===== config.mk =====
export PLATFORM = sky130hd
export DESIGN_NAME = nes_mem_arbiter
export DESIGN_NICKNAME = d
export VERILOG_FILES = /design/src/rtl/nes_mem_arbiter.sv
export SDC_FILE = /design/constraint.sdc
export NUM_CORES = 1
export LEC_CHECK = 0
export CORE_MARGIN = 2
export CORE_UTILIZATION = 46
export CTS_BUF_LIST = sky130_fd_sc_hd__clkbuf_8
export DETAILED_ROUTE_END_ITERATION = 10
export PLACE_DENSITY = 0.79
export SYNTH_ARGS = -nofsm -noshare
export SYNTH_HDL_FRONTEND = slang
export SYNTH_SLANG_ARGS = --single-unit
export TNS_END_PERCENT = 20

===== constraint.sdc =====
create_clock -name clk -period 1.9 [get_ports clk]
set_input_delay 0.285 -clock clk [delete_from_list [all_inputs] [get_ports clk]]
set_output_delay 0.285 -clock clk [all_outputs]
set_load 0.005 [all_outputs]

===== src/rtl/nes_mem_arbiter.sv =====
`default_nettype none
// ============================================================================
// Module      : nes_mem_arbiter
// Description : Arbiter for the shared 22-bit game memory. PRG lives at
//               0x000000 and CHR at 0x200000. Three requesters share one
//               memory-controller port: the loader (writes), the CPU
//               (reads/writes) and the PPU (reads). Each strobe is captured
//               into a per-requester pending slot. One memory transaction
//               runs at a time. Grant order is LD > PPU > CPU, except that
//               the CPU overtakes the PPU once it has been passed over twice.
// Ports       : clk/reset       - clock, asynchronous active-low reset
//               ld_*            - loader write strobe/address/data, ld_done
//               cpu_*           - CPU strobe, we/addr/wdata in; ack/rdata out
//               ppu_*           - PPU strobe, addr in; ack/rdata out
//               ram_*           - memory-controller request/response
//               overrun, busy   - sticky dropped-strobe flag, BUSY indicator
// Revision    : 1.0 - initial release
// ============================================================================
module nes_mem_arbiter #(
    parameter int ADDR_W = 22,
    parameter int DATA_W = 8
) (
    input  logic              clk,
    input  logic              reset,
    input  logic [ADDR_W-1:0] ld_addr,
    input  logic [DATA_W-1:0] ld_data,
    input  logic              ld_write,
    input  logic              ld_done,
    input  logic              cpu_req,
    input  logic              cpu_we,
    input  logic [ADDR_W-1:0] cpu_addr,
    input  logic [DATA_W-1:0] cpu_wdata,
    output logic              cpu_ack,
    output logic [DATA_W-1:0] cpu_rdata,
    input  logic              ppu_req,
    input  logic [ADDR_W-1:0] ppu_addr,
    output logic              ppu_ack,
    output logic [DATA_W-1:0] ppu_rdata,
    output logic              ram_req,
    output logic              ram_we,
    output logic [ADDR_W-1:0] ram_addr,
    output logic [DATA_W-1:0] ram_wdata,
    input  logic [DATA_W-1:0] ram_rdata,
    input  logic              ram_ack,
    output logic              overrun,
    output logic              busy
);

    typedef enum logic [0:0] {ST_IDLE = 1'b0, ST_BUSY = 1'b1} state_t;
    typedef enum logic [1:0] {SRC_LD = 2'd0, SRC_CPU = 2'd1, SRC_PPU = 2'd2} src_t;

    state_t            state_q, state_d;
    src_t              winner_q, winner_d;
    logic [1:0]        skip_q, skip_d;
    logic              ld_pend_q, ld_pend_d;
    logic              cpu_pend_q, cpu_pend_d;
    logic              ppu_pend_q, ppu_pend_d;
    logic [ADDR_W-1:0] ld_addr_q, ld_addr_d;
    logic [ADDR_W-1:0] cpu_addr_q, cpu_addr_d;
    logic [ADDR_W-1:0] ppu_addr_q, ppu_addr_d;
    logic [DATA_W-1:0] ld_data_q, ld_data_d;
    logic [DATA_W-1:0] cpu_wdata_q, cpu_wdata_d;
    logic              cpu_we_q, cpu_we_d;
    logic              ram_req_q, ram_req_d;
    logic              ram_we_q, ram_we_d;
    logic [ADDR_W-1:0] ram_addr_q, ram_addr_d;
    logic [DATA_W-1:0] ram_wdata_q, ram_wdata_d;
    logic              cpu_ack_q, cpu_ack_d;
    logic              ppu_ack_q, ppu_ack_d;
    logic [DATA_W-1:0] cpu_rdata_q, cpu_rdata_d;
    logic [DATA_W-1:0] ppu_rdata_q, ppu_rdata_d;
    logic              overrun_q, overrun_d;
    logic              ld_clr, cpu_clr, ppu_clr;
    logic              cpu_elig, ppu_elig, cpu_first;

    always_comb begin
        state_d     = state_q;
        winner_d    = winner_q;
        skip_d      = skip_q;
        ram_req_d   = ram_req_q;
        ram_we_d    = ram_we_q;
        ram_addr_d  = ram_addr_q;
        ram_wdata_d = ram_wdata_q;
        cpu_ack_d   = 1'b0;
        ppu_ack_d   = 1'b0;
        cpu_rdata_d = cpu_rdata_q;
        ppu_rdata_d = ppu_rdata_q;
        ld_clr      = 1'b0;
        cpu_clr     = 1'b0;
        ppu_clr     = 1'b0;

        // CPU and PPU are held off until the game image is fully loaded.
        cpu_elig  = cpu_pend_q & ld_done;
        ppu_elig  = ppu_pend_q & ld_done;
        // A counter that saturated at 3 through loader grants still favours
        // the CPU, so loader traffic cannot re-starve it.
        cpu_first = cpu_elig & (~ppu_elig | (skip_q >= 2'd2));

        case (state_q)
            ST_IDLE: begin
                if (ld_pend_q | cpu_elig | ppu_elig) begin
                    state_d   = ST_BUSY;
                    ram_req_d = 1'b1;
                    if (ld_pend_q) begin
                        winner_d    = SRC_LD;
                        ram_we_d    = 1'b1;
                        ram_addr_d  = ld_addr_q;
                        ram_wdata_d = ld_data_q;
                    end else if (cpu_first) begin
                        winner_d    = SRC_CPU;
                        ram_we_d    = cpu_we_q;
                        ram_addr_d  = cpu_addr_q;
                        ram_wdata_d = cpu_wdata_q;
                    end else begin
                        winner_d    = SRC_PPU;
                        ram_we_d    = 1'b0;
                        ram_addr_d  = ppu_addr_q;
                        ram_wdata_d = '0;
                    end
                    if (!ld_pend_q && cpu_first) begin
                        skip_d = 2'd0;
                    end else if (cpu_elig && (skip_q != 2'd3)) begin
                        skip_d = skip_q + 2'd1;
                    end
                end
            end
            ST_BUSY: begin
                if (ram_ack) begin
                    state_d   = ST_IDLE;
                    ram_req_d = 1'b0;
                    case (winner_q)
                        SRC_LD: ld_clr = 1'b1;
                        SRC_CPU: begin
                            cpu_clr   = 1'b1;
                            cpu_ack_d = 1'b1;
                            if (!cpu_we_q) begin
                                cpu_rdata_d = ram_rdata;
                            end
                        end
                        default: begin
                            ppu_clr     = 1'b1;
                            ppu_ack_d   = 1'b1;
                            ppu_rdata_d = ram_rdata;
                        end
                    endcase
                end
            end
            default: state_d = ST_IDLE;
        endcase

        // Capture: completion clears the slot first, so a strobe arriving in
        // the completion cycle is accepted rather than counted as an overrun.
        ld_pend_d   = ld_pend_q & ~ld_clr;
        cpu_pend_d  = cpu_pend_q & ~cpu_clr;
        ppu_pend_d  = ppu_pend_q & ~ppu_clr;
        ld_addr_d   = ld_addr_q;
        ld_data_d   = ld_data_q;
        cpu_addr_d  = cpu_addr_q;
        cpu_wdata_d = cpu_wdata_q;
        cpu_we_d    = cpu_we_q;
        ppu_addr_d  = ppu_addr_q;
        overrun_d   = overrun_q;

        if (ld_write) begin
            if (ld_pend_d) begin
                overrun_d = 1'b1;
            end else begin
                ld_pend_d = 1'b1;
                ld_addr_d = ld_addr;
                ld_data_d = ld_data;
            end
        end
        if (cpu_req) begin
            if (cpu_pend_d) begin
                overrun_d = 1'b1;
            end else begin
                cpu_pend_d  = 1'b1;
                cpu_addr_d  = cpu_addr;
                cpu_wdata_d = cpu_wdata;
                cpu_we_d    = cpu_we;
            end
        end
        if (ppu_req) begin
            if (ppu_pend_d) begin
                overrun_d = 1'b1;
            end else begin
                ppu_pend_d = 1'b1;
                ppu_addr_d = ppu_addr;
            end
        end
    end

    always_ff @(posedge clk or negedge reset) begin
        if (!reset) begin
            state_q     <= ST_IDLE;
            winner_q    <= SRC_LD;
            skip_q      <= 2'd0;
            ld_pend_q   <= 1'b0;
            cpu_pend_q  <= 1'b0;
            ppu_pend_q  <= 1'b0;
            ld_addr_q   <= '0;
            ld_data_q   <= '0;
            cpu_addr_q  <= '0;
            cpu_wdata_q <= '0;
            cpu_we_q    <= 1'b0;
            ppu_addr_q  <= '0;
            ram_req_q   <= 1'b0;
            ram_we_q    <= 1'b0;
            ram_addr_q  <= '0;
            ram_wdata_q <= '0;
            cpu_ack_q   <= 1'b0;
            ppu_ack_q   <= 1'b0;
            cpu_rdata_q <= '0;
            ppu_rdata_q <= '0;
            overrun_q   <= 1'b0;
        end else begin
            state_q     <= state_d;
            winner_q    <= winner_d;
            skip_q      <= skip_d;
            ld_pend_q   <= ld_pend_d;
            cpu_pend_q  <= cpu_pend_d;
            ppu_pend_q  <= ppu_pend_d;
            ld_addr_q   <= ld_addr_d;
            ld_data_q   <= ld_data_d;
            cpu_addr_q  <= cpu_addr_d;
            cpu_wdata_q <= cpu_wdata_d;
            cpu_we_q    <= cpu_we_d;
            ppu_addr_q  <= ppu_addr_d;
            ram_req_q   <= ram_req_d;
            ram_we_q    <= ram_we_d;
            ram_addr_q  <= ram_addr_d;
            ram_wdata_q <= ram_wdata_d;
            cpu_ack_q   <= cpu_ack_d;
            ppu_ack_q   <= ppu_ack_d;
            cpu_rdata_q <= cpu_rdata_d;
            ppu_rdata_q <= ppu_rdata_d;
            overrun_q   <= overrun_d;
        end
    end

    assign ram_req   = ram_req_q;
    assign ram_we    = ram_we_q;
    assign ram_addr  = ram_addr_q;
    assign ram_wdata = ram_wdata_q;
    assign cpu_ack   = cpu_ack_q;
    assign ppu_ack   = ppu_ack_q;
    assign cpu_rdata = cpu_rdata_q;
    assign ppu_rdata = ppu_rdata_q;
    assign overrun   = overrun_q;
    assign busy      = (state_q == ST_BUSY);

endmodule
`default_nettype wire


-- Yosys cells after proc, flatten, opt, wreduce, memory -nomap -nowiden
Index checks and enable logic that the tools add are counted.
- bits in registers: 142
- bits in latches: 0
- memory bits (writable): 0
- ROM bits: 0
- input bits: 98
- output and inout bits: 52
- word-level logic and storage cells: 94
- memories: 0
- add/sub/neg operators: 1
- multiply operators: 0
- div/mod/pow operators: 0
- $lt $le $gt $ge: 1
- equal/unequal tests: 4
- shift-type cells: 0
- muxes and demuxes: 34
- bitwise operators: 19
- reduce and logical (&&, ||, !) cells: 14
- operators with widths (cell ; count):
    2-to-1 mux 22 bit ; 2
    2-to-1 mux 1 bit ; 24
    2-to-1 mux 8 bit ; 2
    inverter 1 bit ; 10
    AND reduction 2 bit ; 5
    2-to-1 mux 2 bit ; 4
    AND 1 bit ; 6
    inequality test 2 bit, second input constant ; 3
    AND reduction 3 bit ; 2
    one-hot mux 1 bit (2 select lines) ; 2
    AND reduction 4 bit ; 1
    bitwise OR 1 bit ; 3
    adder 2 x 1 -> 2 bit, second input constant ; 1
    equality test 2 x 1 -> 1 bit, second input constant ; 1
    >= comparator 2 bit, second input constant ; 1
    logical AND 1 bit ; 2
    logical NOT 2 bit ; 1
    nonzero test 2 bit ; 1
    OR reduction 2 bit ; 1
    logical NOT 1 bit ; 1

-- Logic depth before layout (Yosys ltp)
Gate-level depths: netlist of run 1.
- depth in word-level cells: 12
- mapped depth: 8
- gate-level depth less buffers: 6

-- Worst setup path before layout of run 1
No wires, ideal clock.
- kind: register -> register
- from: register skip_q[1]
- to: register ram_addr_q[19] (netlist: ram_addr[19])
- library setup time: 130 ps
- arrival: 1629 ps
- data required time: 1770 ps
- slack: 141 ps
- stages on the path, launching flop included: 8
- path buffers: 2
- clock period less this slack: 1759 ps
- cell sequence: dfrtp_1 > ha_1 > nor3b_4 > or2_1 > buf_4 > buf_8 > mux2i_1 > o211ai_2
- longest elaborated chain between the ends: 5
- ends and longest elaborated chain (what ; line ; text):
    start, declared ; 54 ; logic [1:0] skip_q, skip_d;
    start signal, assigned ; 219 ; skip_q <= skip_d;
    >= comparator 2 bit ; 97 ; cpu_first = cpu_elig & (~ppu_elig | (skip_q >= 2'd2));
    bitwise OR 1 bit ; 97 ;
    AND 1 bit ; 97 ;
    2-to-1 mux 22 bit ; 109 ; end else if (cpu_first) begin
    2-to-1 mux 22 bit ; 104 ; if (ld_pend_q) begin
    end signal, assigned ; 231 ; ram_addr_q <= ram_addr_d;
    end, declared ; 66 ; logic [ADDR_W-1:0] ram_addr_q, ram_addr_d;
Every way passes these cells.
A chain may end at the register's enable or synchronous reset.

-- Worst setup path after layout of run 1
- from: register state_q (netlist: busy)
- to: output busy
- RTL lines (what ; line ; text):
    start, declared ; 52 ; state_t state_q, state_d;
    start signal, assigned ; 217 ; state_q <= state_d;
    end, declared ; 46 ; output logic busy
No word-level cell between the ends.

==> results_dict.tcl, run 1 <==
set metrics [dict create \
    report.final.slew_viol_count 0 \
    yosysSeqAreaShare_pct 60.7 \
    cp_cell_sequence "clkdlybuf4s50_1" \
    die_h_um 117 \
    wl_um 14200 \
    first_pass_iters 5 \
    leakagePower_nw 3.57 \
    yosysTopAreaCellShare_pct 60.7 \
    cts_tree "built" \
    yosys_warnings 0 \
    wire_per_inst_um 17.9 \
    vias 4151 \
    crit_path_start_kind "flip-flop" \
    ys_ff_latch 142 \
    drtIter0Drc 159 \
    drt.antenna.violating_nets 0 \
    start_util_pct 46.7 \
    syn_area_per_cell_um2 13.6 \
    timing.fmax_ghz 0.564 \
    cts_root_buf "clkbuf_8" \
    worstPathRequired_ps 1620 \
    dieArea_mm2 0.0136 \
    htree_levels 4 \
    period_needed_ps 1770 \
    io_pins 150 \
    synth_fp_nets 530 \
    ys_types 38 \
    hold_viol 0 \
    drc 0 \
    grt_pass1_vias 4445 \
    relSlewSlack_pct 56.7 \
    antenna_found_initial 0 \
    clockBufferDepth 2 \
    arrival_ps 1490 \
    max_stage_delay_ps 550 \
    numCtsBuffers 17 \
    synth-xor-area-share_pct 0 \
    layout.nets 705 \
    synthAdderAreaFrac_pct 0.428 \
    fin_crit_sh_pct 93.2 \
    ir_drop_v 0.000848 \
    yosysTopAreaCell "dfrtp_1" \
    critical_path.top_delay_family "buffers and inverters" \
    rsz0062_at_grt "false" \
    setup-violations-final 0 \
    place_congestion 0.824 \
    synth_compound_area_share_pct 7.55 \
    portBuffers 149 \
    clk_pin_slew_ps 80 \
    netlist_instances 430 \
    synth_top_family_by_area "multiplexers" \
    grt_max_degree 44 \
    powerDensity_mw_per_mm2 1300 \
    fin_total_pwr_mw 10.6 \
    synth_simple_gate_area_share_pct 6.86 \
    diodes 0 \
    syn_area_mm2 0.00585 \
    max_slew.worst_pin.slew_ps 647 \
    finalClockSkew_ps 9.83 \
    crit_slowest_cell "clkdlybuf4s50_1" \
    area_delta_synth_final_pct 40.1 \
    track_usage_pct 22.1 \
    placed_cell_area_mm2 0.00774 \
    hold_class "input pin to asynchronous set/reset pin" \
    drive_gt1_share_pct 28.0 \
    timing.setup.critical_path_class "flip-flop to output port" \
    die_w_um 117 \
    maxCapViolCount 0 \
    grt_pass1_wl_um 22700 \
    vias_per_cell 5.25 \
    critical_path_buf_inv_count 1 \
    dpl.hpwl_um 10200 \
    overflow 0 \
    cts.sinks 142 \
    clock_latency_ps 430 \
    coreArea_mm2 0.0125 \
    critPathCaptureType "output port" \
    fin_area_mm2 0.00820 \
    muxShareOfSynthArea_pct 21.3 \
    yosys-top-cells-area "dfrtp_1 (61%), mux2_2 (19%), nand2_1 (2.3%)" \
    outcome "completed" \
    crit_fanout 11 \
    placementRows 41 \
]
## stage by stage
stage	setup slack [ps]	utilization, %	cells	TNS, ps	hold slack (ps)
after CTS	59.3	65.4	789	0	325
after detailed placement	-36.3	61.9	756	-1060	238
final	128	65.5	790	0	334
after global placement	13.0	61.9	756	0	228
after global routing	4.31	65.5	790	0	355
after floorplan	141	-	430	0	-10.6
## kinds of logic after synthesis
family / after synthesis
muxes: 112
DFF: 142
and+or+nand+nor: 77
AOI/OAI and AO/OA: 59
adders and majority gates: 2
buffers and inverters: 38
## layout by cell type (no fill, tap or decap), types with 7 or more instances in the layout
| cell | synthesis | final |
|---|---|---|
| clkdlybuf4s50_1 | 0 | 148 |
| dfrtp_1 | 142 | 141 |
| mux2_2 | 98 | 98 |
| nand2_1 | 36 | 36 |
| buf_4 | 5 | 23 |
| clkbuf_8 | 0 | 21 |
| nand3_1 | 16 | 16 |
| o211ai_1 | 15 | 15 |
| inv_1 | 14 | 14 |
| mux2i_1 | 13 | 13 |
| nand3b_1 | 9 | 9 |
| o21ai_0 | 9 | 9 |
| a22oi_1 | 9 | 9 |
| a221o_1 | 8 | 8 |
| nor2_1 | 7 | 7 |
| buf_12 | 0 | 7 |
## sequential cells by signal, indices dropped and copies added (netlist names), 22 cells and up
signal,cells
ld_addr_q,22
ppu_addr_q,22
ram_addr,22
cpu_addr_q,22
## area by class of cell
cell class                 count  area [um^2]
clock buffer                  21          289
clock inverter                11          138
fill                         957         4320
inverter                      14         52.6
multi-input combinational    250         2130
sequential                   142         3550
tap                          172          215
timing repair buffer         180         1820
## worst paths after layout
| check | depth (start not counted) | to | slack (ps) | from |
|---|---|---|---|---|
| max | 1 | busy | 130 | busy$_DFF_PN0_ |
| min | 2 | ld_addr_q[3]$_DFFE_PN0P_ | 330 | reset |
| max reg2reg | 7 | ram_addr[8]$_DFFE_PN0P_ | 140 | skip_q[0]$_DFFE_PN0P_ |
| min reg2reg | 2 | ram_wdata[4]$_DFFE_PN0P_ | 490 | ram_wdata[4]$_DFFE_PN0P_ |
| max in group asynchronous | 3 | ram_wdata[3]$_DFFE_PN0P_ | 900 | reset |
| min in group clk | 3 | ld_pend_q$_DFF_PN0_ | 460 | ld_write |
## synthesized netlist by cell type
library cell,count
nand2_1,36
nand2b_1,1
buf_1,1
o21ai_0,9
nor3b_4,1
mux2_2,98
a21boi_1,1
inv_1,14
nor2_2,2
o21ai_1,2
o211ai_2,1
dfrtp_1,142
a21boi_0,1
a22oi_1,9
nor4_4,1
nand3b_1,9
or2_1,1
nor2_1,7
o21a_1,3
and2_1,1
a31oi_1,1
nand4b_2,1
or3_1,1
o211ai_1,15
ha_1,2
nand3_1,16
a21oi_1,2
mux2_1,1
o2bb2ai_1,1
a21o_1,4
a21oi_2,1
o31ai_2,1
buf_4,5
mux2i_1,13
buf_2,9
buf_8,1
a221o_1,8
clkbuf_1,8
## layer usage
layer  up-vias  wire length [um]  track usage (%)
li1       1887                 -                -
met5         -                 0                0
met2       114              7270             38.2
met1      2134              5810             26.6
met4         0               176             6.04
met3        16               895             7.57
## power breakdown
group / internal [mW] / switching [mW] / total [mW]
combinational: 2.07 / 1.10 / 3.17
clock: 1.43 / 1.09 / 2.52
sequential: 4.25 / 0.705 / 4.95
total: 7.75 / 2.90 / 10.6
## repair_timing
action,in CTS,in global routing
hold endpoints to repair,40,0
hold buffers,1,0
buffers inserted,0,1
pin swaps,0,1
gates resized for setup,1,2
endpoints found under the setup margin,1,24
No activity file was read; power rests on OpenSTA's default activity.
==> run 2, diff against run 1 <==
Settings changed: CORE_ASPECT_RATIO from default to 1.5, CORE_UTILIZATION 46 to 44, CTS_BUF_LIST sky130_fd_sc_hd__clkbuf_8 to default, PLACE_DENSITY 0.79 to 0.76, SKIP_LAST_GASP from default to 1.
==> results_dict.tcl, run 2 (synthesis results as in run 1) <==
set metrics [dict create \
    outcome "completed" \
    period_needed_ps 1810 \
    timing.setup.critical_path_class "flip-flop to flip-flop" \
    critPathCaptureType "flip-flop" \
    mostFrequentLayoutCell "clkdlybuf4s50_1" \
    clk_pin_slew_ps 60 \
    area_delta_synth_final_pct 42.9 \
    htree_levels 4 \
    drive_gt1_share_pct 26.7 \
    crit_path_start_kind "flip-flop" \
    drtIter0Drc 170 \
    clockBufferDepth 2 \
    hold_viol 0 \
    coreArea_mm2 0.0130 \
    powerDensity_mw_per_mm2 1380 \
    fin_crit_sh_pct 95.0 \
    io_pins 150 \
    die_w_um 98.2 \
    met1_length_um 5530 \
    wl_um 14600 \
    crit_slowest_cell "dfrtp_1" \
    setup-violations-final 0 \
    hold_class "input pin to asynchronous set/reset pin" \
    worstPathRequired_ps 2190 \
    overflow 0 \
    grt_pass1_vias 4633 \
    leakagePower_nw 3.65 \
    met2_length_um 8050 \
    place_congestion 0.766 \
    placementRows 51 \
    drc 0 \
    vias 4142 \
    diodes 0 \
    start_util_pct 44.9 \
    max_slew.worst_pin.slew_ps 700 \
    track_usage_pct 21.3 \
    cts.sinks 142 \
    drt.antenna.violating_nets 0 \
    report.final.slew_viol_count 0 \
    postLayoutCoreUtil_pct 64.2 \
    wire_per_inst_um 18.9 \
    finalSetupTns_ps 0 \
    layout.nets 702 \
    grt_pass1_wl_um 23800 \
    maxCapViolCount 0 \
    highest-signal-layer "met4" \
    cts_tree "built" \
    final_cell_mix "clkdlybuf4s50_1 (148), dfrtp_1 (142), mux2_2 (98), nand2_1 (36), buf_4 (18)" \
    crit_fanout 8 \
    dpl.hpwl_um 10300 \
    first_pass_iters 5 \
    numCtsBuffers 17 \
    dieArea_mm2 0.0143 \
    die_h_um 145 \
    clock_latency_ps 410 \
    ir_drop_v 0.000672 \
    rsz0062_at_grt "false" \
    relSlewSlack_pct 53.2 \
    cp_cell_sequence "inv_1 -> ha_1 -> nor3b_4 -> or2_1 -> buf_4 -> mux2i_1 -> o211ai_2" \
    vias_per_cell 5.36 \
    antenna_found_initial 0 \
    wl_met3_um 662 \
    timing.fmax_ghz 0.554 \
    finalClockSkew_ps 10.2 \
    portBuffers 149 \
    cts_root_buf "clkbuf_16" \
    fin_total_pwr_mw 11.6 \
    arrival_ps 2100 \
    grt_max_degree 51 \
    max_stage_delay_ps 430 \
]
## run 2: cell types whose count changed in the layout (fill, tap and decap cells not counted), sizes merged
cell | previous run | this run
clkinvlp | 3 | 0
clkbuf | 21 | 20
bufinv | 3 | 4
buf | 31 | 28
clkinv | 5 | 7
## run 2: final timing paths
path / startpoint / end / slack (ps) / depth (start not counted)
max: skip_q[0]$_DFFE_PN0P_ / ram_addr[19]$_DFFE_PN0P_ / 90 / 7
min: reset / cpu_rdata[5]$_DFFE_PN0P_ / 380 / 2
max reg2reg: skip_q[0]$_DFFE_PN0P_ / ram_addr[19]$_DFFE_PN0P_ / 90 / 7
min reg2reg: ram_wdata[7]$_DFFE_PN0P_ / ram_wdata[7]$_DFFE_PN0P_ / 470 / 2
max in group asynchronous: reset / ld_addr_q[15]$_DFFE_PN0P_ / 910 / 3
min in group clk: ram_wdata[7]$_DFFE_PN0P_ / ram_wdata[7]$_DFFE_PN0P_ / 470 / 2
## run 2: metrics by stage
stage | hold WS [ps] | cells | cell area, um^2 | worst slack, ps
floorplan | -10.6 | 430 | 5850 | 141
global placement | 232 | 739 | 7710 | -30.7
detailed placement | 247 | 739 | 7710 | -54.7
CTS | 376 | 773 | 8360 | 99.7
global route | 387 | 773 | 8360 | 7.35
finish | 377 | 773 | 8360 | 94.3
## run 2: timing repair
item / 4_1_cts / 5_1_grt
endpoints found under the setup margin: 13 / 0
hold buffers: 1 / 0
setup buffers: 2 / 0
gates resized for setup: 1 / 0
endpoints found under the hold margin: 43 / 0
## run 2: layout make-up
type / count / area [um^2]
sequential: 142 / 3550
clock buffer: 20 / 447
multi-input combinational: 250 / 2120
timing repair buffer: 177 / 1820
fill: 1016 / 4660
clock inverter: 11 / 166
tap: 159 / 199
inverter: 14 / 52.6
## run 2: metal layers
metal | up-vias | GRT usage (%)
met5 | - | 0
met1 | 2115 | 23.9
met3 | 27 | 5.35
met2 | 124 | 38.3
li1 | 1876 | -
met4 | 0 | 8.70
## run 2: report_power, final
group / internal [mW] / switching [mW] / leakage [nW]
Sequential: 4.25 / 0.696 / 1.71
Clock: 2.22 / 1.21 / 0.304
Combinational: 2.07 / 1.11 / 1.64
Total: 8.55 / 3.02 / 3.65
## run 2: worst max-delay path: cells and delay by family, from the launching register on
family          cells  cell delay (ps)
simple gates        2              380
mux                 1              270
flops               1              430
fa+ha+maj           1              230
compound gates      1               90
buf+inv             2              300
